===== src/rtl/pe_pkg.sv =====
// Shared widths, drain FSM states and the int8 saturation helper for the
// accumulator drain / requantization path.
package pe_pkg;

  localparam int ACC_W   = 32;
  localparam int MULT_W  = 16;
  localparam int OUT_W   = 8;
  localparam int SHIFT_W = 5;
  localparam int PROD_W  = ACC_W + MULT_W;
  // One extra bit absorbs the rounding add, one more the zero-point add.
  localparam int Y_W     = PROD_W + 2;

  localparam logic signed [Y_W-1:0] SAT_MAX = Y_W'(2**(OUT_W-1) - 1);
  localparam logic signed [Y_W-1:0] SAT_MIN = Y_W'(-(2**(OUT_W-1)));

  typedef enum logic [1:0] {
    IDLE,
    DRAIN,
    FLUSH,
    CLEAR
  } drain_state_e;

  typedef struct packed {
    logic             clip;
    logic [OUT_W-1:0] val;
  } sat_res_t;

  function automatic sat_res_t sat8(input logic signed [Y_W-1:0] y);
    sat_res_t res;
    if (y > SAT_MAX) begin
      res.clip = 1'b1;
      res.val  = SAT_MAX[OUT_W-1:0];
    end else if (y < SAT_MIN) begin
      res.clip = 1'b1;
      res.val  = SAT_MIN[OUT_W-1:0];
    end else begin
      res.clip = 1'b0;
      res.val  = y[OUT_W-1:0];
    end
    return res;
  endfunction

endpackage


===== src/rtl/requant_core.sv =====
// Requantization datapath: S2 multiplies, S3 rounds, shifts, adds the
// zero-point and saturates. Both stages freeze when adv is low.
module requant_core
  import pe_pkg::*;
(
  input  logic                     clk,
  input  logic                     rst,
  input  logic                     adv,
  input  logic                     in_valid,
  input  logic signed [ACC_W-1:0]  acc,
  input  logic signed [MULT_W-1:0] mult,
  input  logic [SHIFT_W-1:0]       shift,
  input  logic signed [OUT_W-1:0]  zp,
  output logic                     s2_valid,
  output logic                     out_valid,
  output logic signed [OUT_W-1:0]  out_data,
  output logic                     out_sat
);

  logic                     s2_valid_reg;
  logic signed [PROD_W-1:0] prod_reg;
  logic                     out_valid_reg;
  logic signed [OUT_W-1:0]  out_data_reg;
  logic                     out_sat_reg;

  logic signed [PROD_W-1:0] prod_next;
  logic signed [PROD_W:0]   round_bias;
  logic signed [PROD_W:0]   rounded_sum;
  logic signed [PROD_W:0]   shifted;
  logic signed [Y_W-1:0]    y_full;
  sat_res_t                 sat_res;

  always_comb begin
    prod_next  = PROD_W'(acc) * PROD_W'(mult);
    round_bias = '0;
    // Half-LSB bias before the arithmetic shift gives round-half-up.
    if (shift != '0) begin
      round_bias = (PROD_W+1)'(1) << (shift - SHIFT_W'(1));
    end
    rounded_sum = (PROD_W+1)'(prod_reg) + round_bias;
    shifted     = rounded_sum >>> shift;
    y_full      = Y_W'(shifted) + Y_W'(zp);
    sat_res     = sat8(y_full);
  end

  always_ff @(posedge clk or posedge rst) begin
    if (rst) begin
      s2_valid_reg  <= 1'b0;
      prod_reg      <= '0;
      out_valid_reg <= 1'b0;
      out_data_reg  <= '0;
      out_sat_reg   <= 1'b0;
    end else if (adv) begin
      s2_valid_reg  <= in_valid;
      prod_reg      <= prod_next;
      out_valid_reg <= s2_valid_reg;
      out_data_reg  <= sat_res.val;
      out_sat_reg   <= sat_res.clip;
    end
  end

  assign s2_valid  = s2_valid_reg;
  assign out_valid = out_valid_reg;
  assign out_data  = out_data_reg;
  assign out_sat   = out_sat_reg;

endmodule


===== src/rtl/acc_drain_requant.sv =====
// Drains every PE accumulator of a finished tile through the requant
// pipeline, streams int8 results out and then clears the array.
module acc_drain_requant #(
  parameter int N_ACC  = 64,
  parameter int ACC_W  = pe_pkg::ACC_W,
  parameter int MULT_W = pe_pkg::MULT_W,
  parameter int OUT_W  = pe_pkg::OUT_W
) (
  input  logic                       clk,
  input  logic                       rst,
  input  logic                       start,
  input  logic signed [MULT_W-1:0]   cfg_mult,
  input  logic [4:0]                 cfg_shift,
  input  logic signed [OUT_W-1:0]    cfg_zp,
  output logic [$clog2(N_ACC)-1:0]   rd_idx,
  input  logic signed [ACC_W-1:0]    rd_data,
  output logic signed [OUT_W-1:0]    out_data,
  output logic                       out_valid,
  input  logic                       out_ready,
  output logic                       acc_clr,
  output logic                       busy,
  output logic                       done,
  output logic [15:0]                sat_cnt
);

  import pe_pkg::*;

  localparam int IDX_W = $clog2(N_ACC);
  localparam logic [IDX_W-1:0] LAST_IDX = IDX_W'(N_ACC - 1);

  drain_state_e             state_reg, state_next;
  logic [IDX_W-1:0]         idx_reg, idx_next;
  logic                     s1_valid_reg, s1_valid_next;
  logic signed [ACC_W-1:0]  s1_data_reg;
  logic signed [MULT_W-1:0] mult_reg;
  logic [4:0]               shift_reg;
  logic signed [OUT_W-1:0]  zp_reg;
  logic [15:0]              sat_cnt_reg;

  logic                     adv;
  logic                     load_cfg;
  logic                     last_accept;
  logic                     core_s2_valid;
  logic                     core_out_valid;
  logic signed [OUT_W-1:0]  core_out_data;
  logic                     core_out_sat;

  // The only stall source is a presented result the consumer refuses.
  assign adv         = !(core_out_valid && !out_ready);
  assign last_accept = core_out_valid && out_ready && !s1_valid_reg && !core_s2_valid;

  always_comb begin
    state_next    = state_reg;
    idx_next      = idx_reg;
    load_cfg      = 1'b0;
    s1_valid_next = adv ? 1'b0 : s1_valid_reg;
    unique case (state_reg)
      IDLE: begin
        if (start) begin
          state_next = DRAIN;
          idx_next   = '0;
          load_cfg   = 1'b1;
        end
      end
      DRAIN: begin
        if (adv) begin
          s1_valid_next = 1'b1;
          if (idx_reg == LAST_IDX) begin
            state_next = FLUSH;
          end else begin
            idx_next = idx_reg + IDX_W'(1);
          end
        end
      end
      FLUSH: begin
        if (last_accept) begin
          state_next = CLEAR;
        end
      end
      CLEAR: begin
        state_next = IDLE;
        idx_next   = '0;
      end
      default: state_next = IDLE;
    endcase
  end

  always_ff @(posedge clk or posedge rst) begin
    if (rst) begin
      state_reg    <= IDLE;
      idx_reg      <= '0;
      s1_valid_reg <= 1'b0;
      s1_data_reg  <= '0;
      mult_reg     <= '0;
      shift_reg    <= '0;
      zp_reg       <= '0;
      sat_cnt_reg  <= '0;
    end else begin
      state_reg    <= state_next;
      idx_reg      <= idx_next;
      s1_valid_reg <= s1_valid_next;
      // rd_data follows rd_idx combinationally, so S1 samples it directly.
      if (adv) begin
        s1_data_reg <= rd_data;
      end
      if (load_cfg) begin
        mult_reg    <= cfg_mult;
        shift_reg   <= cfg_shift;
        zp_reg      <= cfg_zp;
        sat_cnt_reg <= '0;
      end else if (core_out_valid && out_ready && core_out_sat && sat_cnt_reg != 16'hFFFF) begin
        sat_cnt_reg <= sat_cnt_reg + 16'd1;
      end
    end
  end

  requant_core u_core (
    .clk      (clk),
    .rst      (rst),
    .adv      (adv),
    .in_valid (s1_valid_reg),
    .acc      (s1_data_reg),
    .mult     (mult_reg),
    .shift    (shift_reg),
    .zp       (zp_reg),
    .s2_valid (core_s2_valid),
    .out_valid(core_out_valid),
    .out_data (core_out_data),
    .out_sat  (core_out_sat)
  );

  assign rd_idx    = idx_reg;
  assign out_data  = core_out_data;
  assign out_valid = core_out_valid;
  assign acc_clr   = (state_reg == CLEAR);
  assign done      = (state_reg == CLEAR);
  assign busy      = (state_reg != IDLE);
  assign sat_cnt   = sat_cnt_reg;

endmodule

===== config.mk =====
export PLATFORM = sky130hd
export DESIGN_NAME = acc_drain_requant
export DESIGN_NICKNAME = d
export VERILOG_FILES = /design/src/rtl/pe_pkg.sv /design/src/rtl/requant_core.sv /design/src/rtl/acc_drain_requant.sv
export SDC_FILE = /design/constraint.sdc
export NUM_CORES = 2
export LEC_CHECK = 0
export CORE_MARGIN = 4
export CORE_UTILIZATION = 60
export DETAILED_ROUTE_END_ITERATION = 16
export GPL_TIMING_DRIVEN = 0
export PLACE_DENSITY = 0.82
export SLEW_MARGIN = 20
export SYNTH_ARGS = -nofsm -noshare
export SYNTH_HDL_FRONTEND = slang
export SYNTH_HIERARCHICAL = 1
export SYNTH_SLANG_ARGS = --single-unit

===== constraint.sdc =====
create_clock -name clk -period 22.8 [get_ports clk]
set_input_delay 5.7 -clock clk [delete_from_list [all_inputs] [get_ports clk]]
set_output_delay 5.7 -clock clk [all_outputs]
set_load 0.005 [all_outputs]

# --- Word-level counts from Yosys, hierarchy flattened ---
# Cells that the tools add are included.
word_totals:
  reg_bits: 145
  latchBits: 0
  ramBits: 0
  rom_bits: 0
  input_bits: 65
  output_inout_bits: 34
  elab_cells: 68
  memories: 0
classes:
  addsub: 5
  n_mul: 1
  div_mod_pow: 0
  magnitude_cmp: 2
  eq_ne: 10
  shift: 2
  mux: 19
  bitwise: 0
  n_reduce_logical: 16
ops:
  columns: ["operator", "n"]
  rows:
  - ["$add 49x8->50", 1]
  - ["$gt 50x8->1 const B", 1]
  - ["$lt 50x8->1 const B", 1]
  - ["$add 48x49->49", 1]
  - ["$mux 49", 1]
  - ["$shl 1x5->49 const A", 1]
  - ["$sshr 49x5->49", 1]
  - ["$mul 32x16->48", 1]
  - ["$mux 16", 2]
  - ["$mux 6", 3]
  - ["$mux 9", 2]
  - ["$pmux 6 s3", 1]
  - ["$add 16x1->16 const B", 1]
  - ["$ne 16x16->1 const B", 1]
  - ["$ne 2x2->1 const B", 5]
  - ["$mux 2", 4]
  - ["$pmux 2 s4", 1]
  - ["$reduce_and 4->1", 2]
  - ["$add 6x1->6 const B", 1]
  - ["$eq 6x6->1 const B", 1]
  - ["$logic_and 1x1->1", 6]
  - ["$mux 1", 5]
  - ["$reduce_bool 5->1", 1]
  - ["$sub 5x1->5 const B", 1]
  - ["6 further kinds", 10]

# --- Depth between registers and ports, before layout ---
logic_depth:
  word_depth: 9
  mapped_depth: 37
  mapped_depth_nobuf: 32

# --- Cells and area by module ---
# The synthesis kept the hierarchy.
by_module_without_submodules:
  columns: ["mod", "instances", "cells_per_inst", "area_per_inst_um2", "seq_area_each_um2"]
  rows:
  - ["requant_core", 1, 3498, 29027.8, 1476.4]
  - ["acc_drain_requant", 1, 416, 3811.2, 2152.1]

# --- Worst setup path after synthesis ---
# Ideal clock, no wire load.
synth_timing:
  path_type: "register to register"
  start: "register shift_reg[1]"
  end: "register u_core.out_data_reg[3] (netlist: u_core/out_data[3])"
  arrival_ns: 8.367
  required_ns: 22.665
  setup_slack_ns: 14.298
  path_stages_with_launch: 36
  n_path_buf: 6
  synth_period_minus_slack_ns: 8.502
  cell_sequence: "dfrtp_1 clkbuf_1 clkbuf_1 buf_1 buf_1 clkbuf_1 nor3_1 and3_1 ha_1 inv_1 fa_1 nand2b_1 a211oi_1 o21ai_1 a21oi_2 o2111ai_1 nand4_1 or3b_2 mux4_2 mux2_2 mux2_2 mux2_2 ha_1 clkbuf_1 nand2_1 o21ai_0 a2111oi_2 o21ai_2 a31oi_4 xnor2_1 or4_1 nor4_2 nand4_1 or4_4 o21ai_4 o22ai_2"
synth_between:
  elab_chain_cells: 9
synth_lines:
  columns: ["item", "line", "rtl"]
  rows:
  - ["from (decl)", "acc_drain_requant.sv:36", "logic [4:0] shift_reg;"]
  - ["from (signal assigned)", "acc_drain_requant.sv:108", "shift_reg <= cfg_shift;"]
  - ["$sub 5x1->5", "requant_core.sv:38", "round_bias = (PROD_W+1)'(1) << (shift - SHIFT_W'(1));"]
  - ["$shl 1x5->49", "requant_core.sv:38", null]
  - ["$mux 49", "requant_core.sv:37", "if (shift != '0) begin"]
  - ["$add 48x49->49", "requant_core.sv:40", "rounded_sum = (PROD_W+1)'(prod_reg) + round_bias;"]
  - ["$sshr 49x5->49 (*)", "requant_core.sv:41", "shifted = rounded_sum >>> shift;"]
  - ["$add 49x8->50 (*)", "requant_core.sv:42", "y_full = Y_W'(shifted) + Y_W'(zp);"]
  - ["$lt 50x8->1", "pe_pkg.sv:33", "end else if (y < SAT_MIN) begin"]
  - ["$mux 9", "pe_pkg.sv:33", null]
  - ["$mux 9 (*)", "pe_pkg.sv:30", "if (y > SAT_MAX) begin"]
  - ["to (signal assigned)", "requant_core.sv:57", "out_data_reg <= sat_res.val;"]
  - ["to (decl)", "requant_core.sv:23", "logic signed [OUT_W-1:0] out_data_reg;"]
# Every way passes the cells marked *; elsewhere a longest branch is shown, timed or not.
# A chain may end at the register's enable or synchronous reset.

# --- Worst setup path in the final report ---
layout_timing:
  start: "register shift_reg[1]"
  end: "register u_core.out_data_reg[2] (netlist: u_core/out_data[2])"
# Same word-level chain as after synthesis.

==> flow_metrics.env <==
export IMPL_crit_type="reg -> reg"
export IMPL_cp_common_cell="clkbuf_1"
export IMPL_ios=99
export IMPL_drive_gt1_frac=0.05262
export IMPL_grtUsageMet1=0.5022
export IMPL_die_x_um=241.9
export IMPL_grt_overflow_total=0
export IMPL_busiest_layer="met2"
export IMPL_outcome="complete, no violations"
export IMPL_skew_ns=0.02386
export IMPL_hold_violations=0
export IMPL_cts_buffer_depth=2
export IMPL_cp_slowest_cell="o41ai_4"
export IMPL_ys_seq_area_frac=0.1105
export IMPL_start_util=0.6078
export IMPL_ys_ff_latch=145
export IMPL_antenna_left=0
export IMPL_placed_cell_area_um2=34790
export IMPL_dp_slack_ns=11.77
export IMPL_cap_violations=0
export IMPL_end_kind="flip-flop"
export IMPL_antenna_found_initial=8
export IMPL_drc_errors=0
export IMPL_first_global_vias=30050
export IMPL_fin_crit_sh=0.4999
export IMPL_root_buffer="clkbuf_16"
export IMPL_rows=85
export IMPL_syn_area_um2=32840
export IMPL_grt_use_met2=0.5678
export IMPL_nets=4791
export IMPL_io_buffer_count=98
export IMPL_die_h_um=241.9
export IMPL_synth_edf_count=0
export IMPL_reg2reg_setup_slack_ns=11.40
export IMPL_area_sequential_um2=3630
export IMPL_dp_hpwl_mm=88.89
export IMPL_slew_violations=0
export IMPL_via_count=29710
export IMPL_cts_setup_buffers=0
export IMPL_min_period_ns=11.40
export IMPL_routed_wl_mm=109.1
export IMPL_dieArea_um2=58540
export IMPL_finalNonFillerCells=4745
export IMPL_htreeDepth=4
export IMPL_wl_per_cell_um=23.00
export IMPL_cts_buffers_inserted=17
export IMPL_worst_slew_pin_slew_ns=1.151
export IMPL_synthArstFlopShare=1.000
export IMPL_final_common_cell="nand2_1"
export IMPL_synth_cell_types=114
export IMPL_netlist_instances=3914
export IMPL_required_ns=23.14
export IMPL_cts_sinks=145
export IMPL_critPathMaxFanout=10
export IMPL_cts_resized=0
export IMPL_relSlewSlack=0.2328
export IMPL_syn_to_final_growth_pct=7.643
export IMPL_yosys_warnings=6
export IMPL_grt_total_usage=0.3765
export IMPL_fin_tns_setup_ns=0
export IMPL_max_freq_mhz=87.74
export IMPL_start_kind="flip-flop"
export IMPL_rsz0062_at_grt="false"
export IMPL_grt_pass1_wl_mm=171.8
export IMPL_syn_area_per_cell_um2=8.390
export IMPL_drtPass1Iterations=7
export IMPL_viasPerCell=6.262
export IMPL_fillers=4583
export IMPL_core_area_um2=54030
export IMPL_fin_area_um2=35350
export IMPL_grt_use_met3=0.1075
export IMPL_critPathMaxStageDelay_ns=0.65
export IMPL_initialDrtViolationCount=3121
export IMPL_largest_register_ffs=48
export IMPL_place_congestion=1.043
export IMPL_cts_hold_fix_buffers=0
export IMPL_synthFlopType="dfrtp_1"
export IMPL_setup_viol=0
export IMPL_worstPathArrival_ns=11.73
export IMPL_cts_tree="yes"
export IMPL_grt_max_degree=61
export IMPL_clkTransAtPathRegs_ns=0.06
export IMPL_multi_input_area_um2=26340
export IMPL_final_cell_mix="nand2_1 (681), inv_1 (564), fa_1 (488), ha_1 (203)"
export IMPL_hold_class="reg -> reg"
export IMPL_place_inst=4712
export IMPL_clock_latency_ns=0.49
export IMPL_synth_nets=4670
export IMPL_layout_setup_ws_ns=11.40
## through the flow
stage                     hold WS, ns  utilization
after floorplan                0.4438            -
after global placement         0.4626       0.6421
after detailed placement       0.4760       0.6440
after CTS                      0.4917       0.6542
after global routing           0.5174       0.6542
final                          0.4920       0.6543
## cell usage after synthesis, types with 8 or more instances
cell type,n,area share
nand2_1,681,0.078
inv_1,566,0.065
fa_1,488,0.30
ha_1,203,0.077
a21oi_1,182,0.028
and2_1,182,0.035
nor2_1,166,0.019
clkbuf_1,154,0.018
dfrtp_1,145,0.11
o21ai_0,96,0.015
xnor2_1,81,0.022
mux2_2,75,0.026
a21o_1,64,0.015
mux2i_1,59,0.018
nand2b_1,50,0.0095
nand3_1,46,0.0070
nor3_1,42,0.0064
xor2_1,41,0.011
and3_1,35,0.0067
nand4_1,34,0.0065
o211ai_1,32,0.0073
o21bai_1,31,0.0071
o21a_1,30,0.0069
a211oi_1,25,0.0057
o31ai_1,24,0.0055
nor2b_1,20,0.0038
o21ai_1,19,0.0029
or4_1,19,0.0043
buf_1,17,0.0019
nor4_1,17,0.0032
a31oi_1,16,0.0030
mux4_2,14,0.0096
or3_1,13,0.0025
buf_2,12,0.0018
a211o_1,11,0.0029
a221oi_1,11,0.0029
o22ai_1,11,0.0021
o41ai_1,9,0.0024
a21boi_0,8,0.0018
and4_1,8,0.0021
or2_2,8,0.0015
## cells by family after synthesis
family / count (synthesis) / share of synthesized area
AO/OA/AOI/OAI: 689 / 0.1444
XOR/XNOR: 122 / 0.03254
adder cells (fa/ha/maj): 691 / 0.3748
buffers and inverters: 757 / 0.08752
flip-flops: 145 / 0.1105
multiplexers: 148 / 0.05330
other: 1 / 0.0001142
AND/OR/NAND/NOR: 1361 / 0.1968
## worst max-delay path, delay by kind of cell, from the launching register on
kind | cells | cell delay, ns
AO/OA/AOI/OAI | 11 | 3.28
AND/OR/NAND/NOR | 9 | 3.03
buffers and inverters | 5 | 2.36
multiplexers | 3 | 1.24
adder cells (fa/ha/maj) | 2 | 0.77
flip-flops | 1 | 0.38
XOR/XNOR | 1 | 0.16
## worst paths after layout
kind | start | end | cells after the start
setup reg to reg | shift_reg[1] | u_core/out_data[2] | 31
min in group asynchronous | rst | u_core/out_data[6] | 2
hold reg to reg | shift_reg[2] | shift_reg[2] | 2
max in group asynchronous | rst | s1_data_reg[14] | 3
setup / recovery | shift_reg[1] | u_core/out_data[2] | 31
hold / removal | shift_reg[2] | shift_reg[2] | 2
## layer usage
layer / vias up / share of wire
met5: - / 0.00030
met4: 6 / 0.060
met3: 394 / 0.11
met2: 1713 / 0.43
met1: 14500 / 0.39
li1: 13100 / -
## area by class of cell
cell class,count,area share
Tap cell,696,0.02464
Clock inverter,14,0.003292
Inverter,571,0.06092
Buffer,186,0.02064
Antenna cell,1,0.00007079
Sequential cell,145,0.1027
Multi-Input combinational cell,3012,0.7450
Clock buffer,18,0.01242
Timing Repair Buffer,102,0.03030
Power is not shown: default switching activity piles up to over one toggle a cycle in this logic, so the estimate is an artifact.
